### src/rtl/onehot_arb_pkg.sv
`default_nettype none
// +----------------------------------------------------------------------------+
// | onehot_arb_pkg : shared types, select encodings and helpers for the        |
// |                  4-way one-hot round-robin arbiter.                        |
// | Revision: 1.0                                                              |
// +----------------------------------------------------------------------------+
package onehot_arb_pkg;

    typedef enum logic [0:0] {
        IDLE = 1'b0,
        BUSY = 1'b1
    } arb_state_e;

    // Source 0 sits in the MSB of the select bus.
    localparam logic [3:0] SEL_SRC0 = 4'b1000;
    localparam logic [3:0] SEL_SRC1 = 4'b0100;
    localparam logic [3:0] SEL_SRC2 = 4'b0010;
    localparam logic [3:0] SEL_SRC3 = 4'b0001;

    function automatic logic [3:0] idx2onehot(input int idx);
        logic [3:0] r_sel;
        case (idx)
            0:       r_sel = SEL_SRC0;
            1:       r_sel = SEL_SRC1;
            2:       r_sel = SEL_SRC2;
            3:       r_sel = SEL_SRC3;
            default: r_sel = 4'b0000;
        endcase
        return r_sel;
    endfunction

endpackage
`default_nettype wire

### src/rtl/rr_pick4.sv
`default_nettype none
// +----------------------------------------------------------------------------+
// | rr_pick4 : combinational round-robin picker, first requester at or after   |
// |            ptr (mod 4).                                                    |
// | Revision: 1.0                                                              |
// +----------------------------------------------------------------------------+
module rr_pick4 (
    input  logic [3:0] req,
    input  logic [1:0] ptr,
    output logic [1:0] idx,
    output logic       found
);

    logic [1:0] w_cand;

    // Scan from the farthest offset down so the nearest hit wins last.
    always_comb begin
        idx    = ptr;
        found  = 1'b0;
        w_cand = ptr;
        for (int i = 3; i >= 0; i--) begin
            w_cand = ptr + 2'(i);
            if (req[w_cand]) begin
                idx   = w_cand;
                found = 1'b1;
            end
        end
    end

endmodule
`default_nettype wire

### src/rtl/onehot_rr_arbiter.sv
`default_nettype none
// +----------------------------------------------------------------------------+
// | onehot_rr_arbiter : 4-way round-robin arbiter driving a one-hot select and |
// |                     captured payload over valid/ready, with grant strobe.  |
// | Option macro ONEHOT_ARB_LOCK_EN: let a winner hold for MAX_BURST transfers.|
// | Revision: 1.0                                                              |
// +----------------------------------------------------------------------------+
module onehot_rr_arbiter
    import onehot_arb_pkg::*;
#(
    parameter int WIDTH     = 5,
    parameter int MAX_BURST = 4
) (
    input  logic             clk,
    input  logic             rst_n,
    input  logic [3:0]       req,
    input  logic [WIDTH-1:0] data_0,
    input  logic [WIDTH-1:0] data_1,
    input  logic [WIDTH-1:0] data_2,
    input  logic [WIDTH-1:0] data_3,
    output logic [3:0]       gnt,
    output logic [3:0]       sel,
    output logic             out_valid,
    output logic [WIDTH-1:0] out_data,
    input  logic             out_ready
);

    arb_state_e       r_state, w_state_nxt;
    logic [3:0]       r_sel, w_sel_nxt;
    logic [WIDTH-1:0] r_data, w_data_nxt;
    logic [1:0]       r_idx, w_idx_nxt;
    logic [1:0]       r_ptr, w_ptr_nxt;
    logic [1:0]       w_pick_idx;
    logic             w_pick_found;
    logic [WIDTH-1:0] w_pick_data;
    logic             w_hs;

`ifdef ONEHOT_ARB_LOCK_EN
    localparam int c_CNT_W = $clog2(MAX_BURST + 1);
    logic [c_CNT_W-1:0] r_burst_cnt, w_burst_nxt;
    logic               w_burst_more;
    assign w_burst_more = (int'(r_burst_cnt) + 1) < MAX_BURST;
`else
    logic w_unused_cfg;
    assign w_unused_cfg = (MAX_BURST > 0);
`endif

    rr_pick4 u_pick (
        .req   (req),
        .ptr   (r_ptr),
        .idx   (w_pick_idx),
        .found (w_pick_found)
    );

    always_comb begin
        w_pick_data = data_0;
        case (w_pick_idx)
            2'd0:    w_pick_data = data_0;
            2'd1:    w_pick_data = data_1;
            2'd2:    w_pick_data = data_2;
            default: w_pick_data = data_3;
        endcase
    end

    // gnt is indexed by source number, i.e. the bit-reverse of sel.
    assign w_hs      = (r_state == BUSY) && out_ready;
    assign gnt       = w_hs ? (4'b0001 << r_idx) : 4'b0000;
    assign sel       = r_sel;
    assign out_valid = (r_state == BUSY);
    assign out_data  = r_data;

    always_comb begin
        w_state_nxt = r_state;
        w_sel_nxt   = r_sel;
        w_data_nxt  = r_data;
        w_idx_nxt   = r_idx;
        w_ptr_nxt   = r_ptr;
`ifdef ONEHOT_ARB_LOCK_EN
        w_burst_nxt = r_burst_cnt;
`endif
        case (r_state)
            IDLE: begin
                if (w_pick_found) begin
                    w_state_nxt = BUSY;
                    w_sel_nxt   = idx2onehot(int'(w_pick_idx));
                    w_data_nxt  = w_pick_data;
                    w_idx_nxt   = w_pick_idx;
`ifdef ONEHOT_ARB_LOCK_EN
                    // The locked source dropped out; its burst is over.
                    if (w_pick_idx != r_ptr) begin
                        w_burst_nxt = '0;
                    end
`endif
                end
            end
            BUSY: begin
                if (out_ready) begin
                    w_state_nxt = IDLE;
                    w_sel_nxt   = 4'b0000;
`ifdef ONEHOT_ARB_LOCK_EN
                    if (w_burst_more) begin
                        w_ptr_nxt   = r_idx;
                        w_burst_nxt = r_burst_cnt + 1'b1;
                    end else begin
                        w_ptr_nxt   = r_idx + 2'd1;
                        w_burst_nxt = '0;
                    end
`else
                    w_ptr_nxt   = r_idx + 2'd1;
`endif
                end
            end
            default: begin
                w_state_nxt = IDLE;
                w_sel_nxt   = 4'b0000;
            end
        endcase
    end

    always_ff @(posedge clk) begin
        if (!rst_n) begin
            r_state     <= IDLE;
            r_sel       <= 4'b0000;
            r_data      <= '0;
            r_idx       <= 2'd0;
            r_ptr       <= 2'd0;
`ifdef ONEHOT_ARB_LOCK_EN
            r_burst_cnt <= '0;
`endif
        end else begin
            r_state     <= w_state_nxt;
            r_sel       <= w_sel_nxt;
            r_data      <= w_data_nxt;
            r_idx       <= w_idx_nxt;
            r_ptr       <= w_ptr_nxt;
`ifdef ONEHOT_ARB_LOCK_EN
            r_burst_cnt <= w_burst_nxt;
`endif
        end
    end

endmodule
`default_nettype wire

### config.mk
export PLATFORM = sky130hd
export DESIGN_NAME = onehot_rr_arbiter
export DESIGN_NICKNAME = d
export VERILOG_FILES = /design/src/rtl/onehot_arb_pkg.sv /design/src/rtl/rr_pick4.sv /design/src/rtl/onehot_rr_arbiter.sv
export SDC_FILE = /design/constraint.sdc
export NUM_CORES = 1
export LEC_CHECK = 0
export ABC_CLOCK_PERIOD_IN_PS = 4900
export CAP_MARGIN = 15
export CORE_MARGIN = 2
export CORE_UTILIZATION = 43
export CTS_CLUSTER_SIZE = 14
export DETAILED_ROUTE_END_ITERATION = 7
export PLACE_DENSITY = 0.84
export SLEW_MARGIN = 20
export SYNTH_ARGS = -nofsm -noshare
export SYNTH_HDL_FRONTEND = slang
export SYNTH_SLANG_ARGS = --single-unit
### constraint.sdc
create_clock -name clk -period 4.9 [get_ports clk]
set_clock_uncertainty 0.15 [all_clocks]
set_input_delay 0.735 -clock clk [delete_from_list [all_inputs] [get_ports clk]]
set_output_delay 0.735 -clock clk [all_outputs]
set_load 0.01 [all_outputs]
# Yosys cells after proc, flatten, opt, wreduce, memory -nomap -nowiden

Index checks and enable logic that the tools add are counted.

Register bits: 14
Logic and storage cells: 50
Output and inout port bits: 14

Shifts and indexed selects: 1
Magnitude comparators: 4
$add $sub $neg: 4
Bitwise operators: 1
Reductions and logical operators: 5
Muxes and demuxes: 25
Equality and inequality tests: 5

Operator list:

| kind                                                  | number |
|---|---|
| one-hot mux 4 bit (4 select lines)                    | 1 |
| one-hot mux 5 bit (3 select lines)                    | 1 |
| < comparator 2 x 3 -> 1 bit, second input constant    | 4 |
| 2-to-1 mux 4 bit                                      | 3 |
| 2-to-1 mux 1 bit                                      | 10 |
| binary-select mux 1 bit (select 2 bit)                | 4 |
| 2-to-1 mux 2 bit                                      | 4 |
| one-hot mux 4 bit (2 select lines)                    | 1 |
| AND reduction 2 bit                                   | 3 |
| adder 2 x 1 -> 2 bit, second input constant           | 2 |
| adder 2 bit, second input constant                    | 2 |
| equality test 2 bit, second input constant            | 2 |
| << shifter 1 x 2 -> 4 bit, first input constant       | 1 |
| equality test 2 x 1 -> 1 bit, second input constant   | 1 |
| logical NOT 2 bit                                     | 1 |
| inequality test 2 x 1 -> 1 bit, second input constant | 1 |
| inequality test 2 bit, second input constant          | 1 |
| one-hot mux 1 bit (2 select lines)                    | 1 |
| logical AND 1 bit                                     | 1 |
| inverter 1 bit                                        | 1 |

# Logic depth before layout (Yosys ltp)

Word-level depth: 11
Depth in mapped cells: 7

# Hierarchy

From an unflattened synthesis, not the netlist that was laid out.

Cells, all modules: 94
Area total of the unflattened synthesis: 872.1 um^2

Modules (own cells, without submodules):

| module            | cells each | instances | area each (um^2) | seq. area each (um^2) |
|---|---|---|---|---|
| onehot_rr_arbiter | 78         | 1         | 772.0            | 280.3 |
| rr_pick4          | 16         | 1         | 100.1            | 0.0 |

# Least setup slack after synthesis

OpenSTA, ideal clock, no wires.

Path type: input port to flip-flop
Start: input req[2]
End: register r_data[0] (netlist: out_data[0])
Setup slack: 2.883 ns
Data required time: 4.616 ns
Arrival time: 1.733 ns
Buffers on the path: 2
Stages on the path: 7
Cell sequence: nor2b_1 -> o21ai_0 -> o221a_1 -> buf_6 -> buf_6 -> mux2i_1 -> o221ai_1

Cells in the longest elaborated chain, start to end: 8
Elaborated cells on any way between the ends: 21

Ends and longest elaborated chain:

| what                                        | line                     | text |
|---|---|---|
| start, declared                             | onehot_rr_arbiter.sv:16  | `input logic [3:0] req,` |
| binary-select mux 1 bit (select 2 bit)      | rr_pick4.sv:23           | `if (req[w_cand]) begin` |
| 2-to-1 mux 1 bit (not written as such)      | rr_pick4.sv:23           |  |
| 2-to-1 mux 2 bit (4 in series)              | rr_pick4.sv:23           |  |
| equality test 2 bit (tied with other cells) | onehot_rr_arbiter.sv:57  | `case (w_pick_idx)` |
| one-hot mux 5 bit (3 select lines)          | onehot_rr_arbiter.sv:57  |  |
| end signal, assigned                        | onehot_rr_arbiter.sv:133 | `r_data <= w_data_nxt;` |
| end, declared                               | onehot_rr_arbiter.sv:30  | `logic [WIDTH-1:0] r_data, w_data_nxt;` |

Several ways; a longest one is shown, not always the timed one. The select of a mux whose other input is x is not followed.
A chain may end at the register's enable or synchronous reset.

# Worst setup path in the final report

Start: input out_ready
End: output gnt[2]

Cells in the longest elaborated chain, start to end: 2

Ends and longest elaborated chain:

| what              | line                    | text |
|---|---|---|
| start, declared   | onehot_rr_arbiter.sv:25 | `input logic out_ready` |
| logical AND 1 bit | onehot_rr_arbiter.sv:66 | `assign w_hs = (r_state == BUSY) && out_ready;` |
| 2-to-1 mux 4 bit  | onehot_rr_arbiter.sv:67 | `assign gnt = w_hs ? (4'b0001 << r_idx) : 4'b0000;` |
| end, declared     | onehot_rr_arbiter.sv:21 | `output logic [3:0] gnt,` |

No other way between the ends.

==> reports/results.txt <==
Outcome: finished, final reports clean
NumNets Final: 167
Min-delay worst type: flop to flop
CORE AREA: 1902 um^2
PortBufs: 40
Asr flop ratio synth: 0
Synth cell count leaders: 14 x dfxtp_1, 12 x nand3_1, 10 x mux2i_1, 9 x nand2_1, 5 x o221ai_1
Starting density of the core: 0.4454
Die ar.: 2341 um^2
Fillers: 162
CP max FO: 6
CP most frequent cell: clkdlybuf4s50_1
DR pass1 iterations: 4
Final setup vio count: 0
Worst slew pin tran: 0.7153 ns
Routability-driven placement congestion ratio: 0.7076
Power density over the cells: 234.2 nW/um^2
Largest net degree at the start of global routing: 17
Routed wire per std cell: 12.33 um
Global-route wire length before repair: 3367 um
Die W: 48.39 um
Post-synthesis sequential area ratio: 0.3309
Startpoint types: input port
Hold WS: 0.3202 ns
Cells after DPL: 158
Area grow syn2layout: 51.85%
CP Capture Type: output port
Max transition margin: 0.5231
Max stage delay cell, worst path: clkdlybuf4s50_1
Unrepaired setup endpoints after global routing: false
Syn Nets: 126
Period utilisation layout: 0.5867
Share of cells above drive strength 1: 0.04444
Critical path class: input port to output port
Synth top area cells: dfxtp_1 33%, mux2i_1 12%, nand3_1 7.1%
Number of H-tree levels: 1
EDFF count, synth: 0
CTS root buffer: clkbuf_4
Post-Syn Area: 847.1 um^2
Vias in the first global route: 777
CP Cell Sequence: clkdlybuf4s50_1 > and3_1 > clkdlybuf4s50_1
Clock tree buffer depth: 2
CTS resizes: 0
Design Area, Final: 1286 um^2
Final wirelength: 1998 um
Slew Viols, Final: 0
Post-route insts no fill: 162
Mean Syn Cell Area: 8.916 um^2
Yosys warns: 0
Die height: 48.39 um
Clock latency at the later pin of the worst-skew pair: 0.28 ns
Max VDD drop: 0.2223 mV
Drt first-iter violations: 12
Arr. time, crit path: 1.99 ns
Final min period: 2.875 ns
Vias: 850
Post-CTS Hold Buffers: 0
Worst-path clk slew: 0.09 ns
Max cap viols: 0
TNS Setup: 0 ns
Yosys top cell by area: dfxtp_1
IO Count: 41
DRC Markers: 0
GRT Overall Usage: 0.1785
Unique cell type count in the Yosys netlist: 26
Top-count cell post-synth: dfxtp_1
Yosys top cell area share: 0.3309
HPWL Detailed: 1575 um
Placed cell areas: 1250 um^2
Post-CTS setup buffers: 0
Diodes inserted: 0
Via/cell ratio: 5.247
Flops & latches, synth: 14
Clock Sinks: 14
Leak Pwr: 0.4865 nW
Num CTS Buffers: 3
Cells after Synth: 95
Fmax: 0.3479 GHz
GRT overflow: 0
Fin. Hold Viols: 0
Initial antenna violation count: 0
Worst EP required: 4.01 ns
CTS tree: yes
Routed Antenna Nets: 0
Leading register cell type out of synthesis: dfxtp_1
Rows: 16
Critical path's largest stage delay: 0.54 ns
[logic make-up (layout without fill, tap and decap cells)]
logic type                 Yosys count  in the layout  synth area share
AOI/OAI and AO/OA                   20             20            0.1950
adders and majority gates            4              4           0.05909
buffers and inverters                8             48           0.05464
DFF                                 14             14            0.3309
muxes                               10             10            0.1182
and+or+nand+nor                     39             39            0.2422
[cell usage in the layout (no fill, tap or decap), types with 2 or more instances in the layout]
master	Yosys	final
clkdlybuf4s50_1	0	40
dfxtp_1	14	14
nand3_1	12	12
mux2i_1	10	10
nand2_1	9	9
o221ai_1	5	5
inv_1	4	4
and3_1	4	4
a21boi_1	4	4
ha_1	4	4
nor2b_1	3	3
a21oi_1	3	3
o21ai_0	3	3
nand3b_1	3	3
clkbuf_4	0	3
nor2_1	2	2
and2_1	2	2
a21boi_0	2	2
[path summary, 6_finish.rpt]
kind                   from           to  slack, ns  cells after the start
hold reg to reg      sel[2]       sel[2]       0.32                      2
setup / recovery  out_ready       gnt[2]       2.03                      3
setup reg to reg   r_ptr[1]  out_data[0]       2.92                      5
hold / removal       sel[2]       sel[2]       0.32                      2
[final cells by class]
cell class / count / area [um^2] / share of cell area
Timing Repair Buffer: 40 / 400.4 / 0.3113
Multi-Input combinational cell: 73 / 520.5 / 0.4047
Clock buffer: 4 / 36.28 / 0.02821
Sequential cell: 14 / 280.3 / 0.2179
Tap cell: 27 / 33.78 / 0.02626
Inverter: 4 / 15.01 / 0.01167
[critical path: cells and delay by family]
kind | cells | cell delay [ns]
buffers and inverters | 2 | 1.07
and+or+nand+nor | 1 | 0.18
[metrics by stage]
stage,power (mW),worst slack (ns),utilization
6_report,0.3012,2.025,0.6763
5_1_grt,0.3191,1.944,0.6763
4_1_cts,0.3056,2.018,0.6763
3_5_place_dp,0.2211,1.964,0.6572
3_3_place_gp,0.2191,2.010,0.6572
2_1_floorplan,0.1778,2.883,-
[flip-flops by register name, indices dropped and copies added, names as in the netlist]
name / cells
out_data: 5
sel: 4
r_idx: 2
r_ptr: 2
out_valid: 1
[report_power, final]
part | switching (mW) | internal [mW]
clock | 0.0382 | 0.0452
sequential | 0.00689 | 0.123
combinational | 0.0366 | 0.0512
[routing by layer]
layer  vias to the layer above  share of wire  GRT usage
li1                        430              -          -
met1                       396           0.44     0.2190
met2                        20           0.50     0.3009
met3                         4          0.039    0.04630
met4                         0          0.017    0.06667
met5                         -              0          0
Note: power is estimated with default switching activity, not from simulation.
